`src/rtl/hex_display_pkg.sv`:
```
// Shared constants for the hex seven-segment display path: active-low glyph
// table, blank pattern and segment bit positions (gfedcba, a = bit 0).
package hex_display_pkg;

  localparam int unsigned SEG_W = 7;

  localparam int unsigned SEG_A = 0;
  localparam int unsigned SEG_B = 1;
  localparam int unsigned SEG_C = 2;
  localparam int unsigned SEG_D = 3;
  localparam int unsigned SEG_E = 4;
  localparam int unsigned SEG_F = 5;
  localparam int unsigned SEG_G = 6;

  localparam logic [SEG_W-1:0] SEG_BLANK = 7'h7F;

  // Index 15 is leftmost: F, E, d, C, b, A, 9, 8, 7, 6, 5, 4, 3, 2, 1, 0.
  localparam logic [15:0][SEG_W-1:0] SEG_TABLE = {
    7'h0E, 7'h06, 7'h21, 7'h46, 7'h03, 7'h08, 7'h10, 7'h00,
    7'h78, 7'h02, 7'h12, 7'h19, 7'h30, 7'h24, 7'h79, 7'h40
  };

endpackage

```
`src/rtl/hex_seg_decode.sv`:
```
// Combinational nibble-to-segment lookup producing the active-low glyph;
// polarity and blanking are applied by the caller.
module hex_seg_decode
  import hex_display_pkg::*;
(
  input  logic [3:0]       nibble,
  output logic [SEG_W-1:0] seg
);

  assign seg = SEG_TABLE[nibble];

endmodule

```
`src/rtl/hex_display_ctrl.sv`:
```
// Registered multi-digit hex display driver with per-digit mask, leading-zero
// blanking and a prescaled blink; two-cycle write-to-pin latency.
module hex_display_ctrl
  import hex_display_pkg::*;
#(
  parameter int NUM_DIGITS     = 4,
  parameter int BLINK_DIV      = 25000000,
  parameter bit SEG_ACTIVE_LOW = 1'b1
) (
  input  logic                        clk,
  input  logic                        reset,
  input  logic                        wr_en,
  input  logic [4*NUM_DIGITS-1:0]     wr_data,
  input  logic                        cfg_wr,
  input  logic [NUM_DIGITS-1:0]       cfg_mask,
  input  logic                        cfg_lzb,
  input  logic                        cfg_blink,
  output logic [SEG_W*NUM_DIGITS-1:0] hex_segs,
  output logic                        blink_ph
);

  localparam int CNT_W = $clog2(BLINK_DIV);
  localparam logic [CNT_W-1:0] CNT_LAST = CNT_W'(BLINK_DIV - 1);
  localparam logic [SEG_W-1:0] POL_MASK = SEG_ACTIVE_LOW ? 7'h00 : 7'h7F;

  logic [4*NUM_DIGITS-1:0]     value_q;
  logic [NUM_DIGITS-1:0]       mask_q;
  logic                        lzb_q;
  logic                        blink_q;
  logic [CNT_W-1:0]            cnt_q;
  logic                        ph_q;
  logic [SEG_W*NUM_DIGITS-1:0] raw_segs;
  logic [SEG_W*NUM_DIGITS-1:0] segs_d;
  logic [SEG_W*NUM_DIGITS-1:0] segs_q;
  logic                        zero_above;
  logic                        blank;

  for (genvar g = 0; g < NUM_DIGITS; g++) begin : g_dec
    hex_seg_decode u_dec (
      .nibble (value_q[4*g +: 4]),
      .seg    (raw_segs[SEG_W*g +: SEG_W])
    );
  end

  // Walk from the most significant digit down so zero_above accumulates
  // "this nibble and every nibble to its left is zero".
  always_comb begin
    // NOTE: every variable gets a default before the loop so no path can
    // leave one unassigned and infer a latch.
    zero_above = 1'b1;
    blank      = 1'b0;
    segs_d     = '0;
    for (int i = NUM_DIGITS - 1; i >= 0; i--) begin
      zero_above = zero_above & (value_q[4*i +: 4] == 4'h0);
      blank      = ~mask_q[i]
                 | (lzb_q & zero_above & (i != 0))
                 | (blink_q & ph_q);
      segs_d[SEG_W*i +: SEG_W] = (blank ? SEG_BLANK : raw_segs[SEG_W*i +: SEG_W]) ^ POL_MASK;
    end
  end

  always_ff @(posedge clk) begin
    // NOTE: state registers use non-blocking assignments so every register
    // samples pre-edge values regardless of statement order.
    if (reset) begin
      value_q <= '0;
      mask_q  <= '1;
      lzb_q   <= 1'b0;
      blink_q <= 1'b0;
      cnt_q   <= '0;
      ph_q    <= 1'b0;
      // NOTE: the output register is reset too, so the pins show "0" on the
      // edge reset is sampled rather than one cycle later.
      segs_q  <= {NUM_DIGITS{SEG_TABLE[0] ^ POL_MASK}};
    end else begin
      if (wr_en) begin
        value_q <= wr_data;
      end
      // Any config write restarts the blink phase, enabled or not.
      if (cfg_wr) begin
        mask_q  <= cfg_mask;
        lzb_q   <= cfg_lzb;
        blink_q <= cfg_blink;
        cnt_q   <= '0;
        ph_q    <= 1'b0;
      end else if (blink_q) begin
        if (cnt_q == CNT_LAST) begin
          cnt_q <= '0;
          ph_q  <= ~ph_q;
        end else begin
          cnt_q <= cnt_q + 1'b1;
        end
      end
      segs_q <= segs_d;
    end
  end

  assign hex_segs = segs_q;
  assign blink_ph = ph_q;

endmodule

```
`config.mk`:
```
export PLATFORM = sky130hd
export DESIGN_NAME = hex_display_ctrl
export DESIGN_NICKNAME = d
export VERILOG_FILES = /design/src/rtl/hex_display_pkg.sv /design/src/rtl/hex_seg_decode.sv /design/src/rtl/hex_display_ctrl.sv
export SDC_FILE = /design/constraint.sdc
export NUM_CORES = 1
export LEC_CHECK = 0
export BUFFER_PORTS_ARGS = -buffer_cell sky130_fd_sc_hd__buf_2
export CORE_AREA = 2 2 98 100
export DETAILED_ROUTE_END_ITERATION = 10
export DIE_AREA = 0 0 100 102
export PLACE_DENSITY = 0.72
export SYNTH_ARGS = -nofsm -noshare
export SYNTH_HDL_FRONTEND = slang
export SYNTH_SLANG_ARGS = --single-unit
```
`constraint.sdc`:
```
create_clock -name clk -period 1.8 [get_ports clk]
set_input_delay 0 -clock clk [delete_from_list [all_inputs] [get_ports clk]]
set_output_delay 0 -clock clk [all_outputs]
set_load 0.01 [all_outputs]
```
# Word level (Yosys, flattened, before mapping)
# Memories as Yosys holds them, arrays and structs flattened. A register that Yosys moved wholly into a read port is not among the register bits.
# Index checks and enable logic that the tools add are counted.
[classes]
add_sub_neg = 1
magnitude_cmp = 4
eq_ne = 1
mux = 17
n_bitwise = 18
reduce_logical = 9
[op_table]
columns = ["cell", "count"]
rows = [
  ["2-to-1 mux 4 bit", 8],
  ["2-to-1 mux 7 bit", 4],
  ["adder 25 x 1 -> 25 bit, second input constant", 1],
  ["== test 25 bit, second input constant", 1],
  ["2-to-1 mux 25 bit", 1],
  ["2-to-1 mux 6 bit", 4],
  ["less-than comparator 4 x 5 -> 1 bit, second input constant", 4],
  ["logical NOT 4 bit", 3],
  ["OR reduction 2 bit", 5],
  ["bitwise OR 1 bit", 7],
  ["bitwise AND 1 bit", 6],
  ["inverter 1 bit", 5],
  ["AND reduction 2 bit", 1],
]
[word_totals]
ff_bits = 76
romBits = 448
inputBits = 26
output_inout_bits = 29
elab_cells = 65
memories = 4
[memory_table]
columns = ["memory", "depth", "word_bits", "rd", "rd_clocked_by_memory_dff", "wr", "line", "rtl"]
rows = [
  ["(name not given)", 16, 7, 1, 1, 0, "hex_seg_decode.sv:10", "assign seg = SEG_TABLE[nibble];"],
  ["(name not given)", 16, 7, 1, 1, 0, "hex_seg_decode.sv:10", ""],
  ["(name not given)", 16, 7, 1, 1, 0, "hex_seg_decode.sv:10", ""],
  ["(name not given)", 16, 7, 1, 1, 0, "hex_seg_decode.sv:10", ""],
]

# Depth between registers and ports, before layout
# Gate-level depths: netlist of run 1.
[logic_depth]
word_depth = 7
mapped_depth = 8
mapped_depth_nobuf = 6

# Hierarchy
# Synthesis of run 1 repeated with hierarchy kept, for this count alone.
[unflattened]
hier_cells = 438
area_unflattened_um2 = 3981.3
[modules_own_cells]
columns = ["mod", "instances", "cells_each", "area_each_um2", "seq_area_each_um2"]
rows = [
  ["hex_display_ctrl", 1, 310, 2880.3, 1521.5],
  ["hex_seg_decode", 4, 32, 275.3, 0.0],
]

# Least setup slack after synthesis of run 1
# No wires, ideal clock.
[synth_path]
path_type = "reg-to-reg"
startpoint = "register cnt_q[0]"
endpoint = "register cnt_q[24]"
setup_ns = 0.071
arrival_time_ns = 1.787
required_ns = 1.729
path_slack_ns = -0.058
stages_incl_launch_ff = 6
n_path_buf = 0
synth_period_minus_slack_ns = 1.858
path_cell_list = "dfxtp_1 ha_1 nand3_1 or4_4 or4_1 a21oi_1"
[synth_between]
elab_chain_cells = 2
word_cells_on_any_way = 3
cone_classes = "add/sub (1); eq/ne (1); mux (1)"
[synth_rtl]
columns = ["element", "line", "rtl"]
rows = [
  ["start: declaration", "hex_display_ctrl.sv:30", "logic [CNT_W-1:0] cnt_q;"],
  ["start signal: assignment", "hex_display_ctrl.sv:91", "cnt_q <= cnt_q + 1'b1;"],
  ["adder 25 x 1 -> 25 bit or == test 25 bit (tied branches)", "hex_display_ctrl.sv:91, hex_display_ctrl.sv:87", ""],
  ["2-to-1 mux 25 bit (*)", "hex_display_ctrl.sv:87", "if (cnt_q == CNT_LAST) begin"],
]
# Mark *: on every way between the ends. The rest lies on a longest branch, timed or not.
# A chain may end at the register's enable or synchronous reset.

# Worst setup path after layout of run 1
[layout_path]
startpoint = "register cnt_q[1]"
endpoint = "register cnt_q[24]"
# The elaborated chain is that of the path after synthesis.

==> run_results.csv, run 1 <==
group,metric,value,unit
outcome,outcome,"finished, final reports clean",
yosys,yosys.area.top_type,"dfxtp_1",
critical_path,r2r_cells,5,
final_layout,areaGrowthSynthToFinish,21.7,%
yosys,yosysMostFrequentCell,"dfxtp_1",
timing,whs,41.2,ps
yosys,yosysTopAreaCellShare,0.464,
critical_path,cp.depth,5,
critical_path,cpMaxStageDelayCell,"or4_1",
global_route,grt_remaining_overflow,0,
timing,final-hold-violation-count,0,
global_route,grt_pass1_vias,3424,
final_layout,nets,619,
yosys,netlist_area,4480,um2
yosys,yosys_warnings,0,
pwr,p_per_area,860,nW/um2
drt,drt-total-wl,8990,um
critical_path,crit_start,"cnt_q[1]",
timing,rsz0062_at_grt,"true",
clocking,worstSkewPairLatency,370,ps
placed_design,preCtsSetupSlack,-25.1,ps
critical_path,critPathRequiredTime,2100,ps
yosys,synth-seq-cells,104,
timing,slew_violations,0,
critical_path,startpoint_type,"flip-flop",
yosys,syn_inst,475,
yosys,synthArstFlopShare,0,
drt,wire_per_inst,13.1,um
yosys,ys_types,46,
die,start_util,0.492,
job,max-cap-violations,0,
timing,tightest_slew,410,ps
final_layout,fillers,798,
die,die_h,102,um
timing,layout_worst_path_cycle_share,0.984,
critical_path,endpoint,"cnt_q[24]",
drt,drtPass1Iterations,4,
die,die_x,100,um
global_route,grt_pass1_wl,15100,um
clocking,cts_htree_levels,3,
critical_path,cp_top_family,"simple AND/OR/NAND/NOR gates",
final_layout,layout-drive-gt1-share,0.229,
die,rows,35,
critical_path,critical_path.max_stage_delay,520,ps
placed_design,io_buffers,54,
clocking,root_buffer,"clkbuf_8",
drt,drtAntennaViolNets,0,
pwr,finalPower,4.70,mW
yosys,postSynthAreaPerCell,9.44,um2
clocking,clkTransAtPathRegs,100,ps
timing,tns,0,ps
clocking,cts_buffer_depth,2,
critical_path,path_cells,"ha_4 > nand3_2 > or4_4 > or4_1 > a21oi_1",
yosys,synthTopCellsByArea,"dfxtp_1, mux2i_1, ha_1",
placed_design,gp_congestion,0.908,
global_route,grt_max_degree,19,
critical_path,crit_type,"flip-flop to flip-flop",
drt,num_vias,3549,
critical_path,r2r_start,"cnt_q[1]",
critical_path,reg2reg_slack,30,ps
die,coreArea,9110,um2
timing,finalSetupViolCount,0,
global_route,grt.total_usage,0.185,
timing,min_period,1770,ps
final_layout,num_antenna_cells,0,
clocking,numCtsBuffers,9,
clocking,clock_sinks,104,
pwr,p_leak,2.36,nW
critical_path,cp-end-kind,"flip-flop",
timing,fmax,0.565,GHz
timing,setup_ws,29.1,ps
timing,slew_headroom,0.727,
yosys,ys.flop_type,"dfxtp_1",
pwr,peakVddDrop,490,uV
drt,remaining_drc_errors,0,
critical_path,path_buf_inv,0,
placed_design,dpl.hpwl,6670,um
drt,via_per_inst,5.19,
yosys,yosysSeqAreaShare,0.464,
timing,final.setup_skew,11.0,ps
drt,drt-initial-drc-count,83,
global_route,antenna_found_initial,0,
critical_path,worst_ep_arrival_time,2070,ps
clocking,cts_tree,"done",
yosys,synth_nets,526,
placed_design,dpl_cell_area,5050,um2
critical_path,path_max_fanout,7,
critical_path,reg2reg_to,"cnt_q[24]",
final_layout,final_cell_area,5460,um2
yosys,synth_edf_count,0,
die,die-area,10200,um2
die,ios,55,
yosys,synth_common_cells,"dfxtp_1, nor2_1, inv_1",
min_path,min_path_type,"input port to flip-flop",
[placed cells by master, fill, tap and decap left out, drive strengths merged, types with 2 or more instances in the layout]
cell,Yosys,routed
bufinv,0,2
ha,25,25
or4,6,6
mux4,4,4
o21ai,11,11
o21bai,4,4
dfxtp,104,104
clkbuf,13,11
buf,10,92
o22ai,12,12
xor2,7,7
nor2,53,53
nor3,6,6
mux2i,35,35
inv,43,45
a221o,4,4
nand2,21,21
nand4,12,12
and3,10,10
nand4b,2,2
nor4,4,4
and4,3,3
nor2b,4,4
o31ai,4,4
or3,6,6
dlygate4sd3,0,13
a211o,4,4
nand3,9,9
or2,9,9
xnor2,11,11
a21oi,32,32
[metal layers]
metal	GRT usage	wire, um	up-vias
li1	-	-	1815
met1	0.209	3830	1647
met2	0.332	4540	71
met3	0.0506	455	16
met4	0.0748	172	0
met5	0	0	-
[registers in the layout, summed over array words and instances, names as in the netlist]
register	count
blink_ph	1
g_dec.u_dec.seg	28
blink_q	1
cnt_q	25
lzb_q	1
mask_q	4
hex_segs	28
value_q	16
[worst register-to-register path, stage by stage, from the launching register on]
cell     delay [ps]
dfxtp_2         360
ha_4            140
nand3_2          80
or4_4           470
or4_1           520
a21oi_1         140
[kinds of logic (layout without fill, tap and decap cells)]
kind of cell | count (synthesis) | after routing | synth area share
XOR/XNOR | 18 | 18 | 0.0352
flip-flops | 104 | 104 | 0.464
AO/OA/AOI/OAI | 75 | 75 | 0.102
multiplexers | 39 | 39 | 0.0982
adder cells (fa/ha/maj) | 25 | 25 | 0.0698
AND/OR/NAND/NOR | 148 | 148 | 0.169
buffers and inverters | 66 | 164 | 0.0614
[metrics by stage]
stage / std cells / utilization
floorplan: 475 / -
global placement: 653 / 0.555
detailed placement: 653 / 0.555
CTS: 683 / 0.597
global route: 684 / 0.599
finish: 684 / 0.599
[where the power goes]
group | leakage (nW) | internal [mW] | switching (mW)
registers | 0.856 | 2.45 | 0.0414
logic | 1.39 | 0.271 | 0.311
clock network | 0.112 | 0.837 | 0.790
total | 2.36 | 3.55 | 1.14
[worst min path at each step]
| stage | startpoint | to | slack (ps) | depth (start not counted) |
|---|---|---|---|---|
| 2_1_floorplan | cfg_mask[2] | mask_q[2] | 120 | 1 |
| 3_3_place_gp | cfg_mask[2] | mask_q[2] | 220 | 2 |
| 3_5_place_dp | cfg_mask[0] | mask_q[0] | 220 | 2 |
| 4_1_cts | cfg_wr | mask_q[0] | 10 | 2 |
| 5_1_grt | cfg_wr | mask_q[0] | 40 | 2 |
| 6_report | cfg_wr | mask_q[0] | 40 | 2 |
[layout make-up]
type / instances / area [um2] / share of cell area
multi-input combinational: 305 / 2160 / 0.396
sequential: 104 / 2080 / 0.382
timing repair buffer: 105 / 686 / 0.126
inverter: 43 / 161 / 0.0296
clock buffer: 11 / 141 / 0.0259
tap: 111 / 139 / 0.0254
clock inverter: 5 / 87.6 / 0.0160
[repair_timing]
action                     CTS  global route
hold endpoints to repair    11             0
hold buffers                13             0
setup buffers                1             1
gates resized for setup      3             5
setup endpoints to repair    5             6
No activity file was read; power rests on OpenSTA's default activity.
==> run 2: changes to the inputs <==
Settings changed: ABC_AREA from default to 1, CORE_AREA 2 2 98 100 to 2 2 101 103, DIE_AREA 0 0 100 102 to 0 0 103 105, PLACE_DENSITY 0.72 to 0.71.
==> run 2 against run 1 <==
Against the previous run:
- clock power shrank 20%
- setup slack gained 47 ps
- via count grew 17%
- power shrank 4.7%
- sequential power is essentially flat
- non-clock buffer count shrank 13
- global-route usage grew 1.2 points
- clock skew shrank 1.5 ps
- critical path depth grew 1
- cell count grew 28%
- largest power group unchanged
==> run_results.csv, run 2 <==
group,metric,value,unit
outcome,outcome,"finished, final reports clean",
yosys,yosysSeqAreaShare,0.440,
critical_path,critPathRequiredTime,2060,ps
clocking,clock_sinks,104,
global_route,antenna_found_initial,0,
critical_path,crit_type,"input port to flip-flop",
final_layout,layout_commonest_cell,"nand2_1",
final_layout,nets,791,
drt,drt-initial-drc-count,183,
yosys,ys_types,31,
yosys,synth_common_cells,"nand2_1, nor2_1, dfxtp_1",
die,coreArea,9640,um2
min_path,min_from,"reset",
pwr,net-switching-power,1.22,mW
clocking,clkTransAtPathRegs,100,ps
die,die_x,103,um
yosys,ys.flop_type,"dfxtp_1",
timing,tightest_slew,540,ps
clocking,root_buffer,"clkbuf_8",
yosys,synthArstFlopShare,0,
global_route,grt_pass1_wl,17200,um
timing,rsz0062_at_grt,"false",
clocking,cts_setup_buffers,0,
critical_path,reg2reg_slack,180,ps
critical_path,worst_ep_arrival_time,1980,ps
timing,min_period,1720,ps
pwr,swShare,0.273,
clocking,cts_tree,"done",
final_layout,fillers,947,
drt,num_vias,4164,
critical_path,startpoint_type,"input port",
critical_path,cp-end-kind,"flip-flop",
yosys,yosys_warnings,0,
pwr,p_leak,2.76,nW
die,die_h,105,um
clocking,numCtsBuffers,9,
yosys,synth_nets,698,
timing,setup_ws,76.0,ps
placed_design,dpl.hpwl,7230,um
placed_design,preCtsSetupSlack,-35.5,ps
critical_path,r2r_start,"value_q[9]",
pwr,p_per_area,796,nW/um2
min_path,min_path_type,"input port to flip-flop",
final_layout,num_antenna_cells,0,
min_path,min_to,"blink_ph",
final_layout,areaGrowthSynthToFinish,18.8,%
pwr,seqPwrFrac,0.563,
critical_path,reg2reg_to,"g_dec[2].u_dec.seg[5]",
global_route,grt_pass1_vias,3972,
die,rows,36,
clocking,worstSkewPairLatency,360,ps
drt,wire_per_inst,11.1,um
yosys,synthTopCellsByArea,"dfxtp_1, nand2_1, nor2_1",
yosys,yosysTopAreaCellShare,0.440,
drt,via_per_inst,4.75,
critical_path,r2r_cells,7,
die,die-area,10800,um2
pwr,p_comb_frac,0.145,
pwr,finalPower,4.47,mW
global_route,grt.total_usage,0.197,
die,start_util,0.491,
pwr,cellInternalPower,3.25,mW
job,max-cap-violations,0,
die,ios,55,
yosys,postSynthAreaPerCell,7.31,um2
timing,finalSetupViolCount,0,
placed_design,gp_congestion,0.852,
min_path,whs_path_depth,4,
final_layout,layout-drive-gt1-share,0.149,
global_route,grt_max_degree,22,
timing,slew_violations,0,
timing,final-hold-violation-count,0,
yosys,yosysMostFrequentCell,"nand2_1",
pwr,peakVddDrop,449,uV
drt,drtAntennaViolNets,0,
final_layout,layout_common_cells,"nand2_1, nor2_1, dfxtp_1, inv_1, buf_2",
clocking,cts_htree_levels,3,
timing,final.setup_skew,9.44,ps
timing,fmax,0.580,GHz
yosys,yosys.area.top_type,"dfxtp_1",
pwr,p_clk_frac,0.292,
critical_path,path_max_fanout,1,
placed_design,io_buffers,54,
clocking,cts_buffer_depth,2,
drt,remaining_drc_errors,0,
drt,drt-total-wl,9780,um
yosys,netlist_area,4730,um2
timing,layout_worst_path_cycle_share,0.958,
yosys,syn_inst,647,
timing,slew_headroom,0.640,
drt,drtPass1Iterations,4,
yosys,synth-seq-cells,104,
global_route,grt_remaining_overflow,0,
yosys,synth_edf_count,0,
[run 2: what timing repair did]
action | in CTS | in global routing
setup endpoints to repair | 11 | 1
hold endpoints to repair | 22 | 0
resized for setup | 1 | 0
hold buffers | 23 | 0
cloned | 0 | 0
[run 2: final cells by class]
type                            count  area [um2]  area share
Timing Repair Buffer               92         611       0.109
Multi-Input combinational cell    445        2260       0.403
Sequential cell                   104        2080       0.370
Tap cell                          133         166      0.0296
Clock buffer                       10         128      0.0227
Clock inverter                      5        41.3     0.00734
Inverter                           88         330      0.0587
[run 2: kinds of logic (layout without fill, tap and decap cells)]
group / count (synthesis) / in the layout / share of synthesized area
xor+xnor: 7 / 7 / 0.0130
compound gates: 85 / 85 / 0.104
simple gates: 328 / 328 / 0.295
buf+inv: 98 / 195 / 0.0822
flops: 104 / 104 / 0.440
fa+ha+maj: 25 / 25 / 0.0661
[run 2: metal layers]
metal,track usage,share of wire
met4,0.0639,0.013
met5,0,0
met2,0.327,0.48
met3,0.0348,0.042
met1,0.257,0.47
[run 2: critical path: stages]
cell           delay [ps]
dlygate4sd3_1         530
buf_2                 130
a21oi_1               130
dlygate4sd3_1         560
o21ai_0                70
dlygate4sd3_1         560
[run 2: how the worst max path moves through the flow]
stage	start	to	slack [ps]
finish	cfg_mask[2]	mask_q[2]	80
global route	blink_q	cnt_q[17]	10
global placement	cnt_q[0]	cnt_q[11]	50
detailed placement	cnt_q[0]	cnt_q[15]	-40
CTS	cfg_mask[0]	mask_q[0]	130
floorplan	value_q[9]	g_dec[2].u_dec.seg[5]	350
[run 2: power by group through the flow]
stage	sequential (mW)	clock [mW]	combinational [mW]
CTS	2.52	1.34	0.652
detailed placement	2.57	0	0.608
floorplan	2.60	0	0.384
global route	2.54	1.44	0.746
global placement	2.57	0	0.601
finish	2.52	1.31	0.650
[run 2: stage by stage]
stage          instances  hold WS [ps]  setup TNS [ps]  cell area [um2]  utilization
2_1_floorplan        647           126               0             4730            -
3_3_place_gp         840           234               0             5230        0.543
3_5_place_dp         840           230           -82.4             5230        0.543
4_1_cts              878          1.96               0             5630        0.584
5_1_grt              877          31.0               0             5620        0.583
6_report             877          25.8               0             5620        0.583
==> run 3: changes to the inputs <==
Settings changed: SETUP_SLACK_MARGIN from default to 0.3.
==> run 3 against run 2 <==
Against the previous run:
- design area is 5.1% higher
- sequential cell count did not move
- die area did not move
- cell count is 0.91% higher
- setup slack better by 270 ps
- sequential share of layout area shrank 1.6 points
- combinational power increased by 7.5%
- clock power hardly changed
- via count rose by 1.2%
- register-to-register slack better by 170 ps
==> run_results.csv, run 3 (synthesis gave the netlist of run 2 again) <==
group,metric,value,unit
placed_design,io_buffers,54,
drt,drt-initial-drc-count,189,
min_path,min_to,"value_q[9]",
critical_path,r2r_cells,9,
final_layout,areaGrowthSynthToFinish,24.9,%
critical_path,path_max_fanout,3,
timing,final-hold-violation-count,0,
critical_path,startpoint_type,"flip-flop",
pwr,p_leak,2.81,nW
timing,min_period,1450,ps
critical_path,cp_common_cell,"nor2_1",
critical_path,cp_top_family,"simple AND/OR/NAND/NOR gates",
placed_design,dpl_cell_area,5230,um2
timing,setup_ws,349,ps
critical_path,path_buf_inv,3,
critical_path,reg2reg_to,"cnt_q[12]",
final_layout,final_cell_area,5910,um2
die,die_h,105,um
clocking,clock_sinks,104,
pwr,p_per_area,767,nW/um2
die,die-area,10800,um2
critical_path,path_cells,"ha_4 > nand2_2 > inv_1 > buf_4 > nand3_2 > inv_2 > nand3b_1 > nor2_1 > nor2_1",
timing,final.setup_skew,10.5,ps
timing,finalSetupViolCount,0,
final_layout,layout-drive-gt1-share,0.217,
die,rows,36,
drt,wire_per_inst,11.8,um
drt,drtAntennaViolNets,0,
die,die_x,103,um
drt,num_vias,4213,
timing,tns,0,ps
min_path,min_from,"wr_data[9]",
critical_path,worst_ep_arrival_time,1710,ps
critical_path,critPathRequiredTime,2060,ps
critical_path,cp-end-kind,"flip-flop",
global_route,grt_pass1_wl,17200,um
timing,slew_violations,0,
clocking,worstSkewPairLatency,370,ps
timing,tightest_slew,491,ps
drt,wl_met3,383,um
drt,top_layer,"met4",
clocking,cts_buffer_depth,2,
drt,drt-total-wl,10400,um
timing,fmax,0.689,GHz
critical_path,crit_type,"flip-flop to flip-flop",
die,coreArea,9640,um2
drt,wl_met2,5130,um
critical_path,r2r_start,"cnt_q[1]",
drt,drt-met1-wl,4770,um
clocking,root_buffer,"clkbuf_8",
final_layout,num_antenna_cells,0,
clocking,cts_htree_levels,3,
timing,layout_worst_path_cycle_share,0.806,
outcome,outcome,"finished, final reports clean",
min_path,whs_path_depth,4,
placed_design,preCtsSetupSlack,-35.5,ps
die,start_util,0.491,
final_layout,layout_common_cells,"nand2_1, dfxtp_1, nor2_1, inv_1, buf_2",
timing,rsz0062_at_grt,"true",
global_route,grt_remaining_overflow,0,
clocking,numCtsBuffers,9,
global_route,grt_max_degree,22,
die,ios,55,
final_layout,layout_commonest_cell,"nand2_1",
final_layout,nets,799,
job,max-cap-violations,0,
drt,via_per_inst,4.76,
critical_path,critical_path.max_stage_delay,380,ps
placed_design,gp_congestion,0.852,
timing,slew_headroom,0.670,
drt,drtPass1Iterations,5,
min_path,min_path_type,"input port to flip-flop",
critical_path,cpMaxStageDelayCell,"dfxtp_2",
pwr,finalPower,4.53,mW
critical_path,reg2reg_slack,350,ps
placed_design,dpl.hpwl,7230,um
pwr,peakVddDrop,450,uV
global_route,grt_pass1_vias,3956,
global_route,antenna_found_initial,0,
clocking,cts_tree,"done",
global_route,grt.total_usage,0.197,
clocking,clkTransAtPathRegs,100,ps
drt,remaining_drc_errors,0,
run 3: cell count changes in the layout (fill, tap and decap cells not counted), sizes merged:
| cell | before | now |
|---|---|---|
| buf | 70 | 79 |
| dlygate4sd3 | 22 | 21 |
run 3: worst reg2reg max path: stages, from the launching register on:
cell,delay [ps]
dfxtp_2,380
ha_4,150
nand2_2,60
inv_1,100
buf_4,140
nand3_2,100
inv_2,80
nand3b_1,140
nor2_1,140
nor2_1,60
run 3: timing repair:
item | in CTS | in global routing
pin swaps | 0 | 11
endpoints found under the setup margin | 21 | 41
buffers inserted | 0 | 9
resized for setup | 9 | 54
hold endpoints to repair | 22 | 0
hold buffers | 21 | 0
run 3: layer usage:
layer,track usage,vias up
met5,0,-
met4,0.0630,0
met3,0.0341,13
met2,0.325,80
met1,0.260,1904
li1,-,2216
run 3: per-stage QoR:
stage               hold WS, ps  std cells   util
floorplan                   126        647      -
global placement            234        840  0.543
detailed placement          230        840  0.543
CTS                        1.96        876  0.585
global route               27.4        885  0.613
finish                     30.7        885  0.613
run 3: worst max-delay path by stage:
stage	start	endpoint	slack, ps	cells past startpoint
finish	cnt_q[1]	cnt_q[12]	350	9
global route	cnt_q[0]	cnt_q[14]	240	9
CTS	cnt_q[0]	cnt_q[15]	230	8
detailed placement	cnt_q[0]	cnt_q[15]	-40	8
global placement	cnt_q[0]	cnt_q[11]	50	8
floorplan	value_q[9]	g_dec[2].u_dec.seg[5]	350	7
run 3: cell type report:
type	instances	area (um2)
multi-input cells	445	2470
flip-flops and latches	104	2090
fillers	906	3730
clock buffers	10	128
clock inverters	5	41.3
inverters	88	330
well taps	133	166
repair buffers	100	684
run 3: report_power, final:
group / switching [mW] / internal, mW / leakage (nW)
clock network: 0.802 / 0.511 / 0.0846
logic: 0.405 / 0.293 / 1.87
registers: 0.0468 / 2.47 / 0.863
total: 1.25 / 3.28 / 2.81
